## config.mk

```make
export PLATFORM = sky130hd
export DESIGN_NAME = interface_load_store_flat
export DESIGN_NICKNAME = d
export VERILOG_FILES = /design/src/rtl/interface_load_store_if.sv /design/src/rtl/interface_load_store.sv /design/src/flat_wrapper.sv
export SDC_FILE = /design/constraint.sdc
export NUM_CORES = 1
export LEC_CHECK = 0
export BUFFER_PORTS_ARGS = -buffer_cell sky130_fd_sc_hd__buf_2
export CORE_UTILIZATION = 53
export DETAILED_ROUTE_END_ITERATION = 12
export PLACE_DENSITY = 0.84
export SLEW_MARGIN = 15
export SYNTH_ARGS = -nofsm -noshare
export SYNTH_HDL_FRONTEND = slang
export SYNTH_SLANG_ARGS = --single-unit
```

## constraint.sdc

```tcl
create_clock -name clk -period 2.65 [get_ports clk]
set_clock_uncertainty 0.1 [all_clocks]
set_input_delay 0.1325 -clock clk [delete_from_list [all_inputs] [get_ports clk]]
set_output_delay 0.1325 -clock clk [all_outputs]
set_load 0.01 [all_outputs]
```

## src/rtl/interface_load_store_if.sv

```systemverilog
// Datapath-side request/response bundle of the load/store initiator.
// The datapath drives the request and the initiator answers with ready/erro/rdata.
interface interface_load_store_if #(
  parameter int LARGURA = 64
);
  logic               req;
  logic               we;
  logic [2:0]         funct3;
  logic [LARGURA-1:0] addr;
  logic [LARGURA-1:0] wdata;
  logic               ready;
  logic               erro;
  logic [LARGURA-1:0] rdata;

  modport master (
    output req, we, funct3, addr, wdata,
    input  ready, erro, rdata
  );

  modport slave (
    input  req, we, funct3, addr, wdata,
    output ready, erro, rdata
  );
endinterface

```

## src/rtl/interface_load_store.sv

```systemverilog
// Load/store initiator: turns RISC-V B/H/W/D loads and stores into whole-doubleword
// memory accesses, with read-modify-write for narrow stores and error flagging.
module interface_load_store #(
  parameter int ADDR_DM = 5,
  parameter int LARGURA = 64
) (
  input  logic               clk,
  input  logic               reset,
  interface_load_store_if.slave bus,
  output logic [ADDR_DM-1:0] addrDM,
  output logic               WeDM,
  output logic [LARGURA-1:0] dinDM,
  input  logic [LARGURA-1:0] doutDM
);

  typedef enum logic [1:0] {
    OCIOSO,
    LEITURA,
    ESCRITA,
    CONCLUI
  } state_t;

  state_t stateReg, stateNext;

  logic               weReg;
  logic [2:0]         funct3Reg;
  logic [2:0]         offReg;
  logic [LARGURA-1:0] wdataReg;
  logic               erroReg;
  logic [LARGURA-1:0] rdataReg;
  logic [ADDR_DM-1:0] addrDMReg;
  logic [LARGURA-1:0] dinDMReg;

  logic               illegalReq;
  logic               misalignReq;
  logic               errReq;
  logic [LARGURA-1:0] shiftedWord;
  logic [LARGURA-1:0] loadValue;
  logic [LARGURA-1:0] mergedWord;

  // Request decode works on the live inputs so the first transition already knows the path.
  always_comb begin
    illegalReq  = bus.we ? bus.funct3[2] : (bus.funct3 == 3'b111);
    misalignReq = 1'b0;
    case (bus.funct3[1:0])
      2'b01:   misalignReq = bus.addr[0];
      2'b10:   misalignReq = |bus.addr[1:0];
      2'b11:   misalignReq = |bus.addr[2:0];
      default: misalignReq = 1'b0;
    endcase
    errReq = illegalReq | misalignReq;
  end

  always_comb begin
    stateNext = stateReg;
    case (stateReg)
      OCIOSO: begin
        if (bus.req) begin
          if (errReq)
            stateNext = CONCLUI;
          else if (bus.we && (bus.funct3[1:0] == 2'b11))
            stateNext = ESCRITA;
          else
            stateNext = LEITURA;
        end
      end
      LEITURA: stateNext = weReg ? ESCRITA : CONCLUI;
      ESCRITA: stateNext = CONCLUI;
      CONCLUI: stateNext = OCIOSO;
      default: stateNext = OCIOSO;
    endcase
  end

  // Load lane extraction: move the addressed lane to bit 0, then extend by funct3.
  always_comb begin
    shiftedWord = doutDM >> {offReg, 3'b000};
    case (funct3Reg)
      3'b000:  loadValue = {{(LARGURA-8){shiftedWord[7]}},   shiftedWord[7:0]};
      3'b001:  loadValue = {{(LARGURA-16){shiftedWord[15]}}, shiftedWord[15:0]};
      3'b010:  loadValue = {{(LARGURA-32){shiftedWord[31]}}, shiftedWord[31:0]};
      3'b100:  loadValue = {{(LARGURA-8){1'b0}},  shiftedWord[7:0]};
      3'b101:  loadValue = {{(LARGURA-16){1'b0}}, shiftedWord[15:0]};
      3'b110:  loadValue = {{(LARGURA-32){1'b0}}, shiftedWord[31:0]};
      default: loadValue = shiftedWord;
    endcase
  end

  // Store merge: each byte lane decides whether it is covered by the store and which
  // byte of wdata lands there (the low bytes of wdata, indexed by lane within the size).
  generate
    for (genvar gi = 0; gi < 8; gi++) begin : g_lane
      localparam logic [2:0] LANE = 3'(gi);
      localparam int         B1   = (gi % 2) * 8;
      localparam int         B2   = (gi % 4) * 8;
      logic       laneHit;
      logic [7:0] srcByte;

      always_comb begin
        laneHit = 1'b0;
        srcByte = wdataReg[8*gi +: 8];
        case (funct3Reg[1:0])
          2'b00: begin
            laneHit = (offReg == LANE);
            srcByte = wdataReg[7:0];
          end
          2'b01: begin
            laneHit = (offReg[2:1] == LANE[2:1]);
            srcByte = wdataReg[B1 +: 8];
          end
          2'b10: begin
            laneHit = (offReg[2] == LANE[2]);
            srcByte = wdataReg[B2 +: 8];
          end
          default: begin
            laneHit = 1'b1;
            srcByte = wdataReg[8*gi +: 8];
          end
        endcase
      end

      assign mergedWord[8*gi +: 8] = laneHit ? srcByte : doutDM[8*gi +: 8];
    end
  endgenerate

  always_ff @(posedge clk) begin
    if (reset) begin
      stateReg  <= OCIOSO;
      weReg     <= 1'b0;
      funct3Reg <= 3'b000;
      offReg    <= 3'b000;
      wdataReg  <= '0;
      erroReg   <= 1'b0;
      rdataReg  <= '0;
      addrDMReg <= '0;
      dinDMReg  <= '0;
    end else begin
      stateReg <= stateNext;
      case (stateReg)
        OCIOSO: begin
          if (bus.req) begin
            weReg     <= bus.we;
            funct3Reg <= bus.funct3;
            offReg    <= bus.addr[2:0];
            wdataReg  <= bus.wdata;
            erroReg   <= errReq;
            // Errored requests never reach memory, so addrDM keeps its previous value.
            if (!errReq) begin
              addrDMReg <= bus.addr[ADDR_DM+2:3];
              if (bus.we && (bus.funct3[1:0] == 2'b11))
                dinDMReg <= bus.wdata;
            end
          end
        end
        LEITURA: begin
          if (weReg)
            dinDMReg <= mergedWord;
          else
            rdataReg <= loadValue;
        end
        default: ;
      endcase
    end
  end

  // Reset gates the strobes combinationally so a reset during ESCRITA drops the write.
  assign WeDM      = (stateReg == ESCRITA) && !reset;
  assign bus.ready = (stateReg == CONCLUI) && !reset;
  assign bus.erro  = bus.ready && erroReg;
  assign bus.rdata = rdataReg;
  assign addrDM    = addrDMReg;
  assign dinDM     = dinDMReg;

endmodule

```

## src/flat_wrapper.sv

```systemverilog
// flat-port wrapper written by rule: the top's interface ports become plain ports
module interface_load_store_flat 
#(
  parameter int ADDR_DM = 5,
  parameter int LARGURA = 64
)
  (clk, reset, addrDM, WeDM, dinDM, doutDM, bus_req, bus_we, bus_funct3, bus_addr, bus_wdata, bus_ready, bus_erro, bus_rdata);
  interface_load_store_if #(.LARGURA(LARGURA)) bus_i ();
  input  logic clk;
  input  logic reset;
  output logic [ADDR_DM-1:0] addrDM;
  output logic WeDM;
  output logic [LARGURA-1:0] dinDM;
  input  logic [LARGURA-1:0] doutDM;
  input wire logic [$bits(bus_i.req)-1:0] bus_req;
  input wire logic [$bits(bus_i.we)-1:0] bus_we;
  input wire logic [$bits(bus_i.funct3)-1:0] bus_funct3;
  input wire logic [$bits(bus_i.addr)-1:0] bus_addr;
  input wire logic [$bits(bus_i.wdata)-1:0] bus_wdata;
  output wire logic [$bits(bus_i.ready)-1:0] bus_ready;
  output wire logic [$bits(bus_i.erro)-1:0] bus_erro;
  output wire logic [$bits(bus_i.rdata)-1:0] bus_rdata;
  assign bus_i.req = bus_req;
  assign bus_i.we = bus_we;
  assign bus_i.funct3 = bus_funct3;
  assign bus_i.addr = bus_addr;
  assign bus_i.wdata = bus_wdata;
  assign bus_ready = bus_i.ready;
  assign bus_erro = bus_i.erro;
  assign bus_rdata = bus_i.rdata;
  interface_load_store #(.ADDR_DM(ADDR_DM), .LARGURA(LARGURA)) u_core (.clk(clk), .reset(reset), .bus(bus_i), .addrDM(addrDM), .WeDM(WeDM), .dinDM(dinDM), .doutDM(doutDM));
endmodule
```

==> out/metrics.cfg <==
[status]
run_status=finished clean

[drt]
antenna_left=0
dr.pass1.iters=7
drtIter0Drc=1543
num_vias=13100
wl_per_cell_um=21.9
drcViolationCount=0
routed_wl_mm=45.6
via_per_inst=6.28

[sta]
slew_headroom=0.548
rsz0062_at_grt=no
tightest_slew_ns=0.671
finalSetupTns_ns=0
hold_viol=0
period_needed_ns=2.52
setup_ws_ns=0.127
whs_ns=0.00480
finalSetupViolCount=0
fmax_mhz=396
fin_crit_sh=0.952
slew_violations=0

[clock_tree]
cts.clk_slew.worst_paths_ns=0.07
root_buffer=clkbuf_16
post_cts_buffers=0
clkSinkCount=207
insertion_delay_ns=0.53
cts_buffers=23
cts-htree-levels=1
ctsLongestPathBuffers=3
cts_tree=built

[global_routing]
overflow=0
grt_usage=0.397
grt_pass1_wl_mm=68.1
grt_max_degree=85
antenna_found_initial=4
grt_pass1_vias=12100

[logic_synthesis]
synth_top_area_cell=dfxtp_1
synth.area.top_cells=dfxtp_1, nand2_1, mux2i_1
syn-num-nets=1666
async_flop_share=0
synth.top_cell.area_share=0.360
ys_warn_count=0
ys.flop_type=dfxtp_1
syn_area_per_cell_um2=7.90
netlist_area_mm2=0.0115
ys_seq_area_frac=0.360
yosysUniqueCellTypes=59
synth_edf_count=0
syn-instance-count=1458
ys_ff_latch=207

[power_and_ir_drop]
peakVddDrop_mv=0.549
power_mw=14.9
leakage_nw=6.03
powerDensity_mw_per_mm2=995

[setup_path]
cp_top_family=buffers and inverters
path_max_fanout=10
crit_buf_inv=2
critPathSlowestCell=dlygate4sd3_1
crit_path_end_kind=flop
path_class=flop to flop
r2r_setup_slack_ns=0.13
critPathArrivalTime_ns=2.82
crit_path_max_incr_delay_ns=0.58
crit_start=u_core.stateReg[0]$_SDFFE_PP0P_
cp-endpoint=u_core.addrDM[3]$_SDFFE_PP0P_
crit_chain=inv_1 -> ha_2 -> nand2_2 -> a21oi_1 -> o21a_2 -> mux2i_1 -> nor2_1 -> dlygate4sd3_1
r2r_end=u_core.addrDM[3]$_SDFFE_PP0P_
crit_path_start_kind=flop
r2r_start=u_core.stateReg[0]$_SDFFE_PP0P_
cp.required_ns=2.95
reg2regPathDepth=8
crit_cells=8

[place]
place_area_mm2=0.0132
dp.cells=1926
port_buffers=278
pre_cts_slack_ns=0.215
dpl.hpwl_mm=30.8
gp_congestion=0.997

[layout]
drive_gt1_frac=0.248
final_common_cell=nand2_1
postLayoutCellArea_mm2=0.0150
mostFrequentLayoutCells=nand2_1, buf_2, dfxtp_1
nNetsFinal=1992
final_cells=2080
postLayoutCoreUtil=0.709
area_growth_pct=30.1

[floorplan]
io_pins=335
coreArea_mm2=0.0212
die_w_um=149
die_h_um=149
start_util=0.544
die-area_mm2=0.0223
fp-row-count=53

[min_path]
min_from=doutDM[20]
hold_class=input pin to flop

[job]
drv_cap=0

power breakdown:
| group | leakage, nW | switching (mW) | internal (mW) | total (mW) |
|---|---|---|---|---|
| Sequential | 1.70 | 0.673 | 4.07 | 4.74 |
| Clock | 0.354 | 1.35 | 1.74 | 3.09 |
| Combinational | 3.98 | 4.32 | 2.76 | 7.08 |
| Total | 6.03 | 6.34 | 8.57 | 14.9 |
timing repair:
item | in CTS | in global routing
hold buffers | 108 | 0
endpoints found under the hold margin | 165 | 0
gates resized for setup | 0 | 3
endpoints found under the setup margin | 0 | 3
area by class of cell:
type	instances	area, um2
Clock inverter	8	50.0
Tap cell	275	344
Inverter	8	30.0
Multi-Input combinational cell	1109	6780
Timing Repair Buffer	435	2960
Antenna cell	5	12.5
Sequential cell	207	4150
Clock buffer	33	663
Fill cell	1609	6160
worst reg2reg max path, cell delays in order (launching register included):
cell and delay, ns:
dfxtp_1 0.38, inv_1 0.12, ha_2 0.32, nand2_2 0.12, a21oi_1 0.21, o21a_2 0.31
mux2i_1 0.21, nor2_1 0.06, dlygate4sd3_1 0.58
cell families (layout without fill, tap and decap cells):
kind of cell / Yosys count / after routing / share of synthesized area
AO/OA/AOI/OAI: 417 / 417 / 0.251
adder cells (fa/ha/maj): 9 / 9 / 0.00978
AND/OR/NAND/NOR: 558 / 558 / 0.205
buffers and inverters: 142 / 484 / 0.0543
other: 0 / 5 / 0
flip-flops: 207 / 207 / 0.360
multiplexers: 125 / 125 / 0.120
sequential cells by signal, summed over array words and instances (netlist names):
register          count
u_core.addrDM         5
u_core.offReg         3
u_core.stateReg       2
u_core.dinDM         64
u_core.bus.rdata     64
u_core.weReg          1
u_core.erroReg        1
u_core.wdataReg      64
u_core.funct3Reg      3
Yosys cell counts (all sizes together) (9+ instances only):
| library cell | count |
|---|---|
| o21ai | 37 |
| mux2 | 25 |
| nor3 | 13 |
| clkbuf | 99 |
| nand2b | 39 |
| ha | 9 |
| a311oi | 31 |
| o22ai | 24 |
| a21oi | 153 |
| o211ai | 41 |
| or2 | 17 |
| dfxtp | 207 |
| o221ai | 17 |
| nand2 | 316 |
| a22o | 23 |
| nor2b | 14 |
| nor2 | 136 |
| a211oi | 44 |
| a221oi | 9 |
| nand3 | 10 |
| buf | 35 |
| mux2i | 92 |
| a22oi | 12 |
per-layer routing:
metal	global-route usage	part of all wire	wire length [um]	vias to the layer above
met2	0.623	0.45	20400	978
met1	0.512	0.36	16600	6026
li1	-	-	-	5843
met3	0.0784	0.13	6020	207
met4	0.218	0.058	2660	0
met5	0	0	0	-
worst min-delay path by stage:
| stage | endpoint | slack (ns) | cells past startpoint |
|---|---|---|---|
| floorplan | u_core.wdataReg[62]$_SDFFE_PP0P_ | 0.17 | 2 |
| global placement | u_core.addrDM[2]$_SDFFE_PP0P_ | 0.26 | 3 |
| detailed placement | u_core.addrDM[3]$_SDFFE_PP0P_ | 0.29 | 3 |
| CTS | u_core.dinDM[20]$_SDFFE_PP0P_ | 0.0004 | 3 |
| global route | u_core.dinDM[20]$_SDFFE_PP0P_ | 0.02 | 3 |
| finish | u_core.dinDM[20]$_SDFFE_PP0P_ | 0.005 | 3 |
(Power assumes the default switching activity.)
